## config.mk

```make
export PLATFORM = sky130hd
export DESIGN_NAME = disp_bin2bcd
export DESIGN_NICKNAME = d
export VERILOG_FILES = /design/src/rtl/disp_bin2bcd.sv
export SDC_FILE = /design/constraint.sdc
export NUM_CORES = 1
export LEC_CHECK = 0
export CORE_UTILIZATION = 45
export CTS_BUF_LIST = sky130_fd_sc_hd__clkbuf_8
export CTS_CLUSTER_SIZE = 8
export DETAILED_ROUTE_END_ITERATION = 10
export GPL_TIMING_DRIVEN = 0
export PLACE_DENSITY = 0.79
export SYNTH_ARGS = -nofsm -noshare
export SYNTH_HDL_FRONTEND = slang
export SYNTH_SLANG_ARGS = --single-unit
```

## constraint.sdc

```tcl
create_clock -name clk_100mhz -period 7.2 [get_ports clk_100mhz]
set_clock_uncertainty 0.05 [all_clocks]
set_input_delay 0.72 -clock clk_100mhz [delete_from_list [all_inputs] [get_ports clk_100mhz]]
set_output_delay 0.72 -clock clk_100mhz [all_outputs]
set_load 0.02 [all_outputs]
```

## src/rtl/disp_bin2bcd.sv

```systemverilog
// Sequential 16-bit binary to 5-digit BCD converter (double-dabble, one bit per cycle)
// feeding the seven-segment multiplexer; freezes on a configurable terminal value.
module disp_bin2bcd #(
  parameter logic [15:0] STOP_VALUE = 16'd6765,
  parameter bit          STOP_EN    = 1'b1
) (
  input  logic        clk_100mhz,
  input  logic        reset,
  input  logic        in_valid,
  input  logic [15:0] in_data,
  output logic        in_ready,
  output logic [19:0] bcd_out,
  output logic        bcd_valid,
  output logic        overflow,
  output logic        stopped
);

  typedef enum logic [1:0] {
    IDLE  = 2'd0,
    SHIFT = 2'd1,
    DONE  = 2'd2
  } state_t;

  state_t      state_r;
  logic [19:0] bcd_acc_r;
  logic [15:0] bin_r;
  logic [3:0]  cnt_r;
  logic [15:0] cap_r;
  logic [35:0] work_s;

  // Adds 3 to every BCD nibble that is 5 or more, independently per nibble.
  function automatic logic [19:0] add3_nibbles(input logic [19:0] acc);
    logic [19:0] res;
    res = acc;
    for (int i = 0; i < 5; i++) begin
      if (acc[i*4 +: 4] >= 4'd5) begin
        res[i*4 +: 4] = acc[i*4 +: 4] + 4'd3;
      end else begin
        res[i*4 +: 4] = acc[i*4 +: 4];
      end
    end
    return res;
  endfunction

  // Handshake is open only while idle and not frozen.
  assign in_ready = (state_r == IDLE) && !stopped;

  // One double-dabble iteration: adjust nibbles, then shift the whole register left.
  always_comb begin
    work_s = {add3_nibbles(bcd_acc_r), bin_r};
    work_s = {work_s[34:0], 1'b0};
  end

  // Conversion FSM and registered result outputs.
  always_ff @(posedge clk_100mhz or posedge reset) begin
    if (reset) begin
      state_r   <= IDLE;
      bcd_acc_r <= 20'd0;
      bin_r     <= 16'd0;
      cnt_r     <= 4'd0;
      cap_r     <= 16'd0;
      bcd_out   <= 20'd0;
      bcd_valid <= 1'b0;
      overflow  <= 1'b0;
      stopped   <= 1'b0;
    end else begin
      bcd_valid <= 1'b0;
      case (state_r)
        IDLE: begin
          if (in_valid && in_ready) begin
            bcd_acc_r <= 20'd0;
            bin_r     <= in_data;
            cnt_r     <= 4'd0;
            cap_r     <= in_data;
            state_r   <= SHIFT;
          end else begin
            state_r   <= IDLE;
          end
        end
        SHIFT: begin
          bcd_acc_r <= work_s[35:16];
          bin_r     <= work_s[15:0];
          cnt_r     <= cnt_r + 4'd1;
          if (cnt_r == 4'd15) begin
            state_r <= DONE;
          end else begin
            state_r <= SHIFT;
          end
        end
        DONE: begin
          bcd_out   <= bcd_acc_r;
          bcd_valid <= 1'b1;
          overflow  <= (bcd_acc_r[19:16] != 4'd0);
          if (STOP_EN && (cap_r == STOP_VALUE)) begin
            stopped <= 1'b1;
          end else begin
            stopped <= stopped;
          end
          state_r   <= IDLE;
        end
        default: begin
          state_r <= IDLE;
        end
      endcase
    end
  end

endmodule

```

==> results by group, run 1 <==
Run status
  – Status: finished, final reports clean

Floorplanning
  – Starting Density: 46.5%
  – Die area: 8350 um2
  – Die width: 91.4 um
  – Die span in y: slightly above 90 um
  – Top Ports: 43
  – Core area: ~7700 um2
  – Rows: 32

Clock network
  – CTS H-tree lvls: 3
  – Post-CTS Setup Bufs: 0
  – Number of clock sinks: 81
  – CTS tree: done
  – Clk pin slew, worst setup/hold paths: around 0.08 ns
  – # hold bufs at CTS: 0
  – Maximum clock path buffer count: 2
  – Clock insertion delay at the later pin of the skew report: about 0.35 ns
  – CTS buffer count: 9
  – CTS root buf: clkbuf_8
  – PostCTS Resize Cnt: 0

Global route
  – Initial antenna violation count: 0
  – Vias in the first global route: around 2700
  – First-pass GRT wire length: 13100 um
  – Grt ovf: 0
  – GRT Util Overall: 20.1%
  – Largest net degree at the start of global routing: 57

STA
  – Max-slew headroom: 65.6%
  – Fmax: 383 MHz
  – Final Cycle Share: 36.3%
  – Setup_tns: 0 ns
  – Fin crit period: around 2.6 ns
  – Setup violators final: 0
  – Hold Vio Cnt, Final: 0
  – Slew @ Worst Pin: 0.514 ns
  – RSZ-0062 raised after global routing: no
  – Final Max Slew Viols: 0
  – Hold_ws: around 0.42 ns

Finish
  – Multi-input logic area: 1440 um2
  – Most common cell after layout, fill and taps aside: nand2_1
  – Final Cell Area: 4370 um2
  – N_diodes: 0
  – Final nets: 447
  – Syn-to-layout area delta: 21.4%
  – Register area: 2030 um2
  – # fillers: 661
  – Fin util: 56.5%
  – Commonest non-fill, non-tap cells in the layout: nand2_1, dfrtp_1, clkdlybuf4s50_1
  – Share of layout cells above drive strength 1: between 10% and 20%

Worst setup path
  – Critical Path AT: 1.84 ns
  – Worst-path fanout max: 5
  – Crit path capture type: output port
  – CP startpoint kind: flip-flop
  – Crit Path Category: flip-flop to output port
  – Req. time, crit path: 6.43 ns

Power
  – Clk pwr share: 18.5%
  – Register share of total power: a little over two fifths
  – Internal cell power: 0.00108 W
  – Sw power: 0.000630 W
  – Tot Pwr: 0.00171 W
  – Worst vdd ir: ~0.19 mV
  – P_leak: 2.05 nW
  – Pwr/cell area: 392 nW/um2
  – Switching part of the total: 36.8%
  – Gate power share: 37.7%

Logic synthesis
  – Netlist cell types: 31
  – Sequential share of the synthesized area: 56.4%
  – Async set or reset register ratio after synthesis: 100%
  – Yosys reg bits: 81
  – Synthesized area: about 3600 um2
  – Cells after Synth: about 360
  – Post-Synthesis Net Count: 393
  – Main synth FF type: dfrtp_1
  – Yosys Warn Count: 0
  – Avg Inst Size Synth: 9.93 um2
  – EDFF count, synth: 0

Routing
  – Total vias in the final route: about 2800
  – Drt initial violations: around 190
  – DRC viols: 0
  – Routed WL per cell: 14.3 um
  – DR vias/cell: between 5 and 6
  – Antenna-violating nets left: 0
  – Initial DRT Pass Iterations: 5
  – Routed wire length: 7460 um

Place
  – Placed Area: about 4200 um2
  – GPL Wtd Cong: 0.818
  – Dpl hpwl: 5280 um
  – # port buffers: 42

Job
  – Max-cap check violation count: 0

Hold path
  – Worst min path class: flip-flop to flip-flop
cell type report:
cell class              instances  area share [%]
plain buffers                  19            1.95
clock buffers                  13            4.10
clock inverters                 3           0.315
inverters                      12            1.09
multi-input cells             250            32.9
flip-flops and latches         81            46.4
well taps                     102            2.92
repair buffers                 43            10.3
synthesized netlist by cell type, types with 2 or more instances:
| cell | number | area (um2) |
|---|---|---|
| a21oi_1 | 8 | 40.0 |
| nor3b_1 | 3 | 22.5 |
| a22oi_1 | 15 | 113 |
| nor3_1 | 6 | 30.0 |
| mux2_2 | 15 | 169 |
| nand2b_1 | 7 | 43.8 |
| inv_1 | 12 | 45.0 |
| ha_1 | 12 | 150 |
| nor2_1 | 2 | 7.51 |
| o21ai_1 | 4 | 20.0 |
| buf_2 | 11 | 55.1 |
| xnor2_1 | 5 | 43.8 |
| dfrtp_1 | 81 | 2030 |
| o31ai_1 | 2 | 15.0 |
| xor2_1 | 2 | 17.5 |
| clkbuf_1 | 7 | 26.3 |
| o21ai_0 | 32 | 160 |
| o32ai_1 | 2 | 17.5 |
| nand3_1 | 19 | 95.1 |
| nand2_1 | 106 | 398 |
final timing paths:
kind | end | from | slack [ns] | cells past startpoint
min in group asynchronous | cap_r[12] | reset | 0.63 | 2
max reg2reg | bcd_acc_r[7] | state_r[0] | 5.42 | 5
max in group asynchronous | bcd_out[17] | reset | 5.90 | 3
max | in_ready | state_r[0] | 4.59 | 2
min | bin_r[4] | bin_r[4] | 0.42 | 2
min reg2reg | bin_r[4] | bin_r[4] | 0.42 | 2
registers in the layout, indices dropped and copies added, names as in the netlist:
name and cells:
bcd_out 20, bin_r 16, cap_r 16, state_r 2, stopped 1, cnt_r 4
overflow 1, bcd_acc_r 20, bcd_valid 1
power by group through the flow:
stage	clock network [W]	logic [W]	registers (W)
floorplan	0	0.000434	0.000759
global placement	0	0.000619	0.000745
detailed placement	0	0.000649	0.000757
CTS	0.000323	0.000652	0.000749
global route	0.000345	0.000730	0.000774
finish	0.000316	0.000646	0.000749
layer usage:
layer | wire (um) | up-vias | global-route usage (%)
met5 | 0 | - | 0
met4 | 70 | 0 | 5.82
met3 | 365 | 9 | 5.86
met2 | 3680 | 76 | 32.8
met1 | 3340 | 1344 | 26.0
li1 | - | 1329 | -
cells by family (layout without fill, tap and decap cells):
kind of cell | count (synthesis) | in the layout | share of synthesized area, %
XOR/XNOR | 7 | 7 | 1.71
AO/OA/AOI/OAI | 64 | 64 | 10.4
buffers and inverters | 31 | 90 | 3.62
flip-flops | 81 | 81 | 56.4
adder cells (fa/ha/maj) | 12 | 12 | 4.18
AND/OR/NAND/NOR | 152 | 152 | 19.0
multiplexers | 15 | 15 | 4.70
metrics by stage:
stage                     worst slack (ns)  std cells
after global placement                3.15        506
after floorplan                       4.35        362
after global routing                  4.50        523
final                                 4.59        523
after CTS                             4.59        523
after detailed placement              4.71        507
worst max-delay path: stages, from the launching register on:
cell and delay, ns:
dfrtp_1 0.45, nor3_1 0.35, clkdlybuf4s50_1 0.68
No activity file was read; power rests on OpenSTA's default activity.
==> run 2, diff against run 1 <==
--- a/config.mk
+++ b/config.mk
@@ -10,7 +10,7 @@
 export CTS_CLUSTER_SIZE = 8
 export DETAILED_ROUTE_END_ITERATION = 10
 export GPL_TIMING_DRIVEN = 0
-export PLACE_DENSITY = 0.79
+export PLACE_DENSITY = 0.81
 export SYNTH_ARGS = -nofsm -noshare
 export SYNTH_HDL_FRONTEND = slang
 export SYNTH_SLANG_ARGS = --single-unit
==> constraint.sdc (replaced) <==
create_clock -name clk_100mhz -period 2.3 [get_ports clk_100mhz]
set_clock_uncertainty 0.05 [all_clocks]
set_input_delay 0.23 -clock clk_100mhz [delete_from_list [all_inputs] [get_ports clk_100mhz]]
set_output_delay 0.23 -clock clk_100mhz [all_outputs]
set_load 0.02 [all_outputs]
==> run 2 against run 1 <==
Net effect:
- total power rose to 3.1 times the previous value
- largest power group unchanged
- core utilization is 0.32 points lower
- non-clock buffer count unchanged
- sequential share of layout area rose by 0.27 points
- die area unchanged
==> results by group, run 2 (synthesis gave the netlist of run 1 again) <==
Routing
  – Routed wire length: 7570 um
  – Antenna-violating nets left: 0
  – Total vias in the final route: ~2700
  – DR vias/cell: 5.25
  – Drt initial violations: 180
  – DRC viols: 0
  – Routed WL per cell: 14.5 um
  – Initial DRT Pass Iterations: 4

Clock network
  – CTS buffer count: 9
  – Clock insertion delay at the later pin of the skew report: around 0.36 ns
  – # hold bufs at CTS: 0
  – Clk pin slew, worst setup/hold paths: ~0.080 ns
  – Post-CTS Setup Bufs: 0
  – CTS tree: done
  – Number of clock sinks: 81
  – CTS root buf: clkbuf_8
  – PostCTS Resize Cnt: 0
  – CTS H-tree lvls: 3
  – Maximum clock path buffer count: 2

Power
  – P_leak: 2.04 nW
  – Tot Pwr: 0.00533 W
  – Worst vdd ir: 0.504 mV
  – Pwr/cell area: 1230 nW/um2

Floorplanning
  – Top Ports: 43
  – Rows: 32
  – Die area: 8350 um2
  – Die width: 91.4 um
  – Core area: 7730 um2
  – Starting Density: 46.5%
  – Die span in y: just over 90 um

Hold path
  – Worst min path class: input port to asynchronous set/reset pin

STA
  – Setup_tns: 0 ns
  – Fmax: 443 MHz
  – Fin crit period: around 2.3 ns
  – Hold Vio Cnt, Final: 0
  – Final Cycle Share: 98.0%
  – Final Max Slew Viols: 0
  – Max-slew headroom: 42.2%
  – Setup violators final: 0
  – Slew @ Worst Pin: approximately 0.87 ns
  – RSZ-0062 raised after global routing: no
  – Min setup slack post-route: about 0.045 ns

Global route
  – Vias in the first global route: 2849
  – First-pass GRT wire length: approximately 13000 um
  – Initial antenna violation count: 0
  – Grt ovf: 0
  – GRT Util Overall: 20.2%
  – Largest net degree at the start of global routing: 43

Finish
  – Syn-to-layout area delta: 20.7%
  – N_diodes: 0
  – Commonest non-fill, non-tap cells in the layout: nand2_1, dfrtp_1, clkdlybuf4s50_1
  – Final Cell Area: 4340 um2
  – Final nets: 447
  – Non-filler cells, final: around 520
  – Share of layout cells above drive strength 1: around a tenth
  – Biggest regs: bcd_acc_r (20), bcd_out (20)
  – Most common cell after layout, fill and taps aside: nand2_1

Worst setup path
  – Cell family with most CP delay: buffers and inverters
  – Req. time, crit path: 2.02 ns
  – CP Cell Sequence: nor3_1 > clkdlybuf4s50_1
  – CP max stage delay: 0.71 ns
  – Crit path capture type: output port
  – Worst r2r src: state_r[1]
  – Critical Path AT: a little under 2 ns
  – Crit Path Category: flip-flop to output port
  – Critical path depth in cells: 2
  – Crit-path slowest cell: clkdlybuf4s50_1
  – Buf+Inv Stages, Crit Path: 1
  – R2r worst-path depth: 5
  – Worst-path fanout max: 5
  – Crit. Startpoint: state_r[1]
  – CP startpoint kind: flip-flop

Job
  – Max-cap check violation count: 0

Place
  – GPL Wtd Cong: just over 0.8
  – # port buffers: 42
  – Pre-CTS setup slack: 0.262 ns
  – Placed Area: between 4000 and 5000 um2
  – Dpl hpwl: 5360 um
  – Placed cell count: ~510

Run status
  – Status: finished, final reports clean
run 2: cell count changes in the layout (fill, tap and decap cells not counted):
cell        change
inv_1           +1
clkinv_2        +1
buf_12          +1
clkinvlp_4      +1
buf_16          -1
clkbuf_8        -2
inv_4           -1
run 2: power by group:
group / switching [W] / internal (W)
clock network: 0.000504 / 0.000438
registers: 0.000378 / 0.00196
logic: 0.00113 / 0.000912
run 2: per-stage QoR:
stage / hold slack [ns] / utilization (%)
3_3_place_gp: 0.400 / 53.7
5_1_grt: 0.394 / 56.2
4_1_cts: 0.363 / 56.2
6_report: 0.332 / 56.2
3_5_place_dp: 0.410 / 53.9
2_1_floorplan: 0.285 / -
run 2: area by class of cell:
cell class,count,area (um2)
clock buffers,11,151
inverters,12,48.8
well taps,102,128
plain buffers,19,85.1
clock inverters,5,22.5
fillers,672,3390
repair buffers,43,440
flip-flops and latches,81,2030
multi-input cells,250,1440
run 2: per-layer routing:
metal	routed length (um)	global-route usage [%]	up-vias
met2	3720	33.6	62
met5	0	0	-
met4	136	9.92	0
met1	3400	25.7	1344
met3	312	3.10	13
li1	-	-	1325
run 2: final timing paths:
path / endpoint / slack (ns)
max reg2reg: bcd_acc_r[14] / 0.49
max: in_ready / 0.05
min reg2reg: bin_r[10] / 0.42
min: bin_r[12] / 0.33
max in group asynchronous: bcd_out[4] / 1.20
min in group clk_100mhz: cap_r[2] / 0.38
==> run 3, diff against run 2 <==
==> constraint.sdc (replaced) <==
create_clock -name clk_100mhz -period 2.07 [get_ports clk_100mhz]
set_clock_uncertainty 0.05 [all_clocks]
set_input_delay 0.207 -clock clk_100mhz [delete_from_list [all_inputs] [get_ports clk_100mhz]]
set_output_delay 0.207 -clock clk_100mhz [all_outputs]
set_load 0.02 [all_outputs]
==> run 3 against run 2 <==
Net effect:
- setup slack improved by 0.24 ns
- critical path type is now flip-flop to flip-flop
- largest cell class unchanged
- sequential share of layout area decreased by 0.081 points
- first-iteration DRC count increased by 1.1%
- clock power increased by 10%
- core utilization increased by 0.097 points
- critical path depth increased by 3
- largest power group unchanged
- sequential power increased by 11%
==> results by group, run 3 (synthesis gave the netlist of run 1 again) <==
Floorplanning
  – Die width: around 91 um
  – Core area: 7730 um2
  – Rows: 32
  – Die span in y: 91.4 um
  – Top Ports: 43
  – Die area: around 8300 um2
  – Starting Density: a little under half

Power
  – P_leak: 2.05 nW
  – Worst vdd ir: 0.557 mV
  – Tot Pwr: 0.00592 W
  – Pwr/cell area: roughly 1400 nW/um2

STA
  – Hold Vio Cnt, Final: 0
  – Setup_tns: 0 ns
  – Slew @ Worst Pin: 0.853 ns
  – Fin crit period: 1.79 ns
  – Setup violators final: 0
  – Fmax: 560 MHz
  – Final Cycle Share: 86.3%
  – Final Max Slew Viols: 0
  – RSZ-0062 raised after global routing: no
  – Max-slew headroom: a little over two fifths

Routing
  – Routed WL per cell: 14.4 um
  – Antenna-violating nets left: 0
  – Initial DRT Pass Iterations: 5
  – Drt initial violations: 182
  – DRC viols: 0
  – Routed wire length: 7530 um
  – DR vias/cell: about 5.2
  – Total vias in the final route: approximately 2700

Finish
  – Most common cell after layout, fill and taps aside: nand2_1
  – # fillers: 671
  – Final nets: 447
  – Share of layout cells above drive strength 1: 10.7%
  – Biggest regs: bcd_acc_r (20), bcd_out (20)
  – Commonest non-fill, non-tap cells in the layout: nand2_1, dfrtp_1, clkdlybuf4s50_1
  – N_diodes: 0
  – Fin util: 56.3%
  – Syn-to-layout area delta: 21.0%

Global route
  – Largest net degree at the start of global routing: between 40 and 50
  – GRT Util Overall: 20.2%
  – Met1 usage: between 20 and 30%
  – First-pass GRT wire length: around 13000 um
  – Initial antenna violation count: 0
  – Vias in the first global route: 2853
  – Gr busiest metal: met2
  – Global-route met3 utilization: 3.10%
  – Grt ovf: 0
  – Met2 global-route usage: between 30% and 40%

Clock network
  – CTS tree: done
  – CTS root buf: clkbuf_8
  – Number of clock sinks: between 80 and 90
  – Maximum clock path buffer count: 2
  – CTS buffer count: 9
  – Post-CTS Setup Bufs: 0
  – Clock insertion delay at the later pin of the skew report: 0.36 ns
  – CTS H-tree lvls: 3
  – Clk pin slew, worst setup/hold paths: 0.07 ns

Place
  – GPL Wtd Cong: 0.828
  – # port buffers: 42
  – Dpl hpwl: 5360 um

Worst setup path
  – Req. time, crit path: 2.26 ns
  – Crit path capture type: flip-flop
  – Worst-path fanout max: 10
  – CP startpoint kind: flip-flop
  – Critical Path AT: 1.98 ns
  – Crit Path Category: flip-flop to flip-flop

Run status
  – Status: finished, final reports clean

Job
  – Max-cap check violation count: 0

Hold path
  – Worst min path class: input port to asynchronous set/reset pin
run 3: changes by cell type in the layout (fill, tap and decap cells not counted), sizes merged:
cell	change
clkdlybuf4s50	-1
dlymetal6s2s	+1
run 3: worst max-delay path: stages (launching register included):
cell      delay [ns]
dfrtp_1         0.45
nor4b_4         0.55
nor2_2          0.14
clkbuf_1        0.27
nand2_1         0.15
nand2_1         0.07
run 3: metal layers:
metal  vias up  part of all wire, %  wire, um
li1       1326                    -         -
met1      1329                   45      3360
met2        68                   49      3700
met3        13                  4.3       326
met4         0                  1.8       133
met5         -                    0         0
run 3: final timing paths:
check | start | end | slack (ns) | cells after the start
setup reg to reg | state_r[0] | bin_r[8] | 0.28 | 5
setup / recovery | state_r[0] | bin_r[8] | 0.28 | 5
max in group asynchronous | reset | bcd_out[4] | 1.00 | 3
hold reg to reg | bin_r[10] | bin_r[10] | 0.42 | 2
min in group clk_100mhz | in_data[2] | cap_r[2] | 0.35 | 3
hold / removal | reset | bin_r[12] | 0.30 | 2
run 3: repair_timing:
item	CTS	global route
endpoints found under the setup margin	1	1
gates resized for setup	1	1
gates cloned	0	0
hold buffers	0	0
endpoints found under the hold margin	0	0
run 3: through the flow:
step                worst slack [ns]  hold WS (ns)  std cells  cell area [um2]
floorplan                      0.324         0.262        362             3600
global placement              0.0288         0.400        506             4150
detailed placement            0.0551         0.410        507             4170
CTS                          0.00528         0.340        523             4350
global route                   0.165         0.371        523             4350
finish                         0.284         0.305        523             4350
run 3: final cells by class:
type                    count  area, um2  area share [%]
multi-input cells         250       1440            33.2
plain buffers              19       85.1            1.96
clock buffers              11        151            3.48
repair buffers             43        443            10.2
well taps                 102        128            2.94
flip-flops and latches     81       2030            46.6
clock inverters             5       22.5           0.518
inverters                  12       48.8            1.12
run 3: report_power, final:
part           internal (W)  total, W  switching (W)  leakage, nW
combinational       0.00101   0.00227        0.00126        0.932
sequential          0.00218   0.00260       0.000421         1.02
clock              0.000486   0.00104       0.000554        0.101
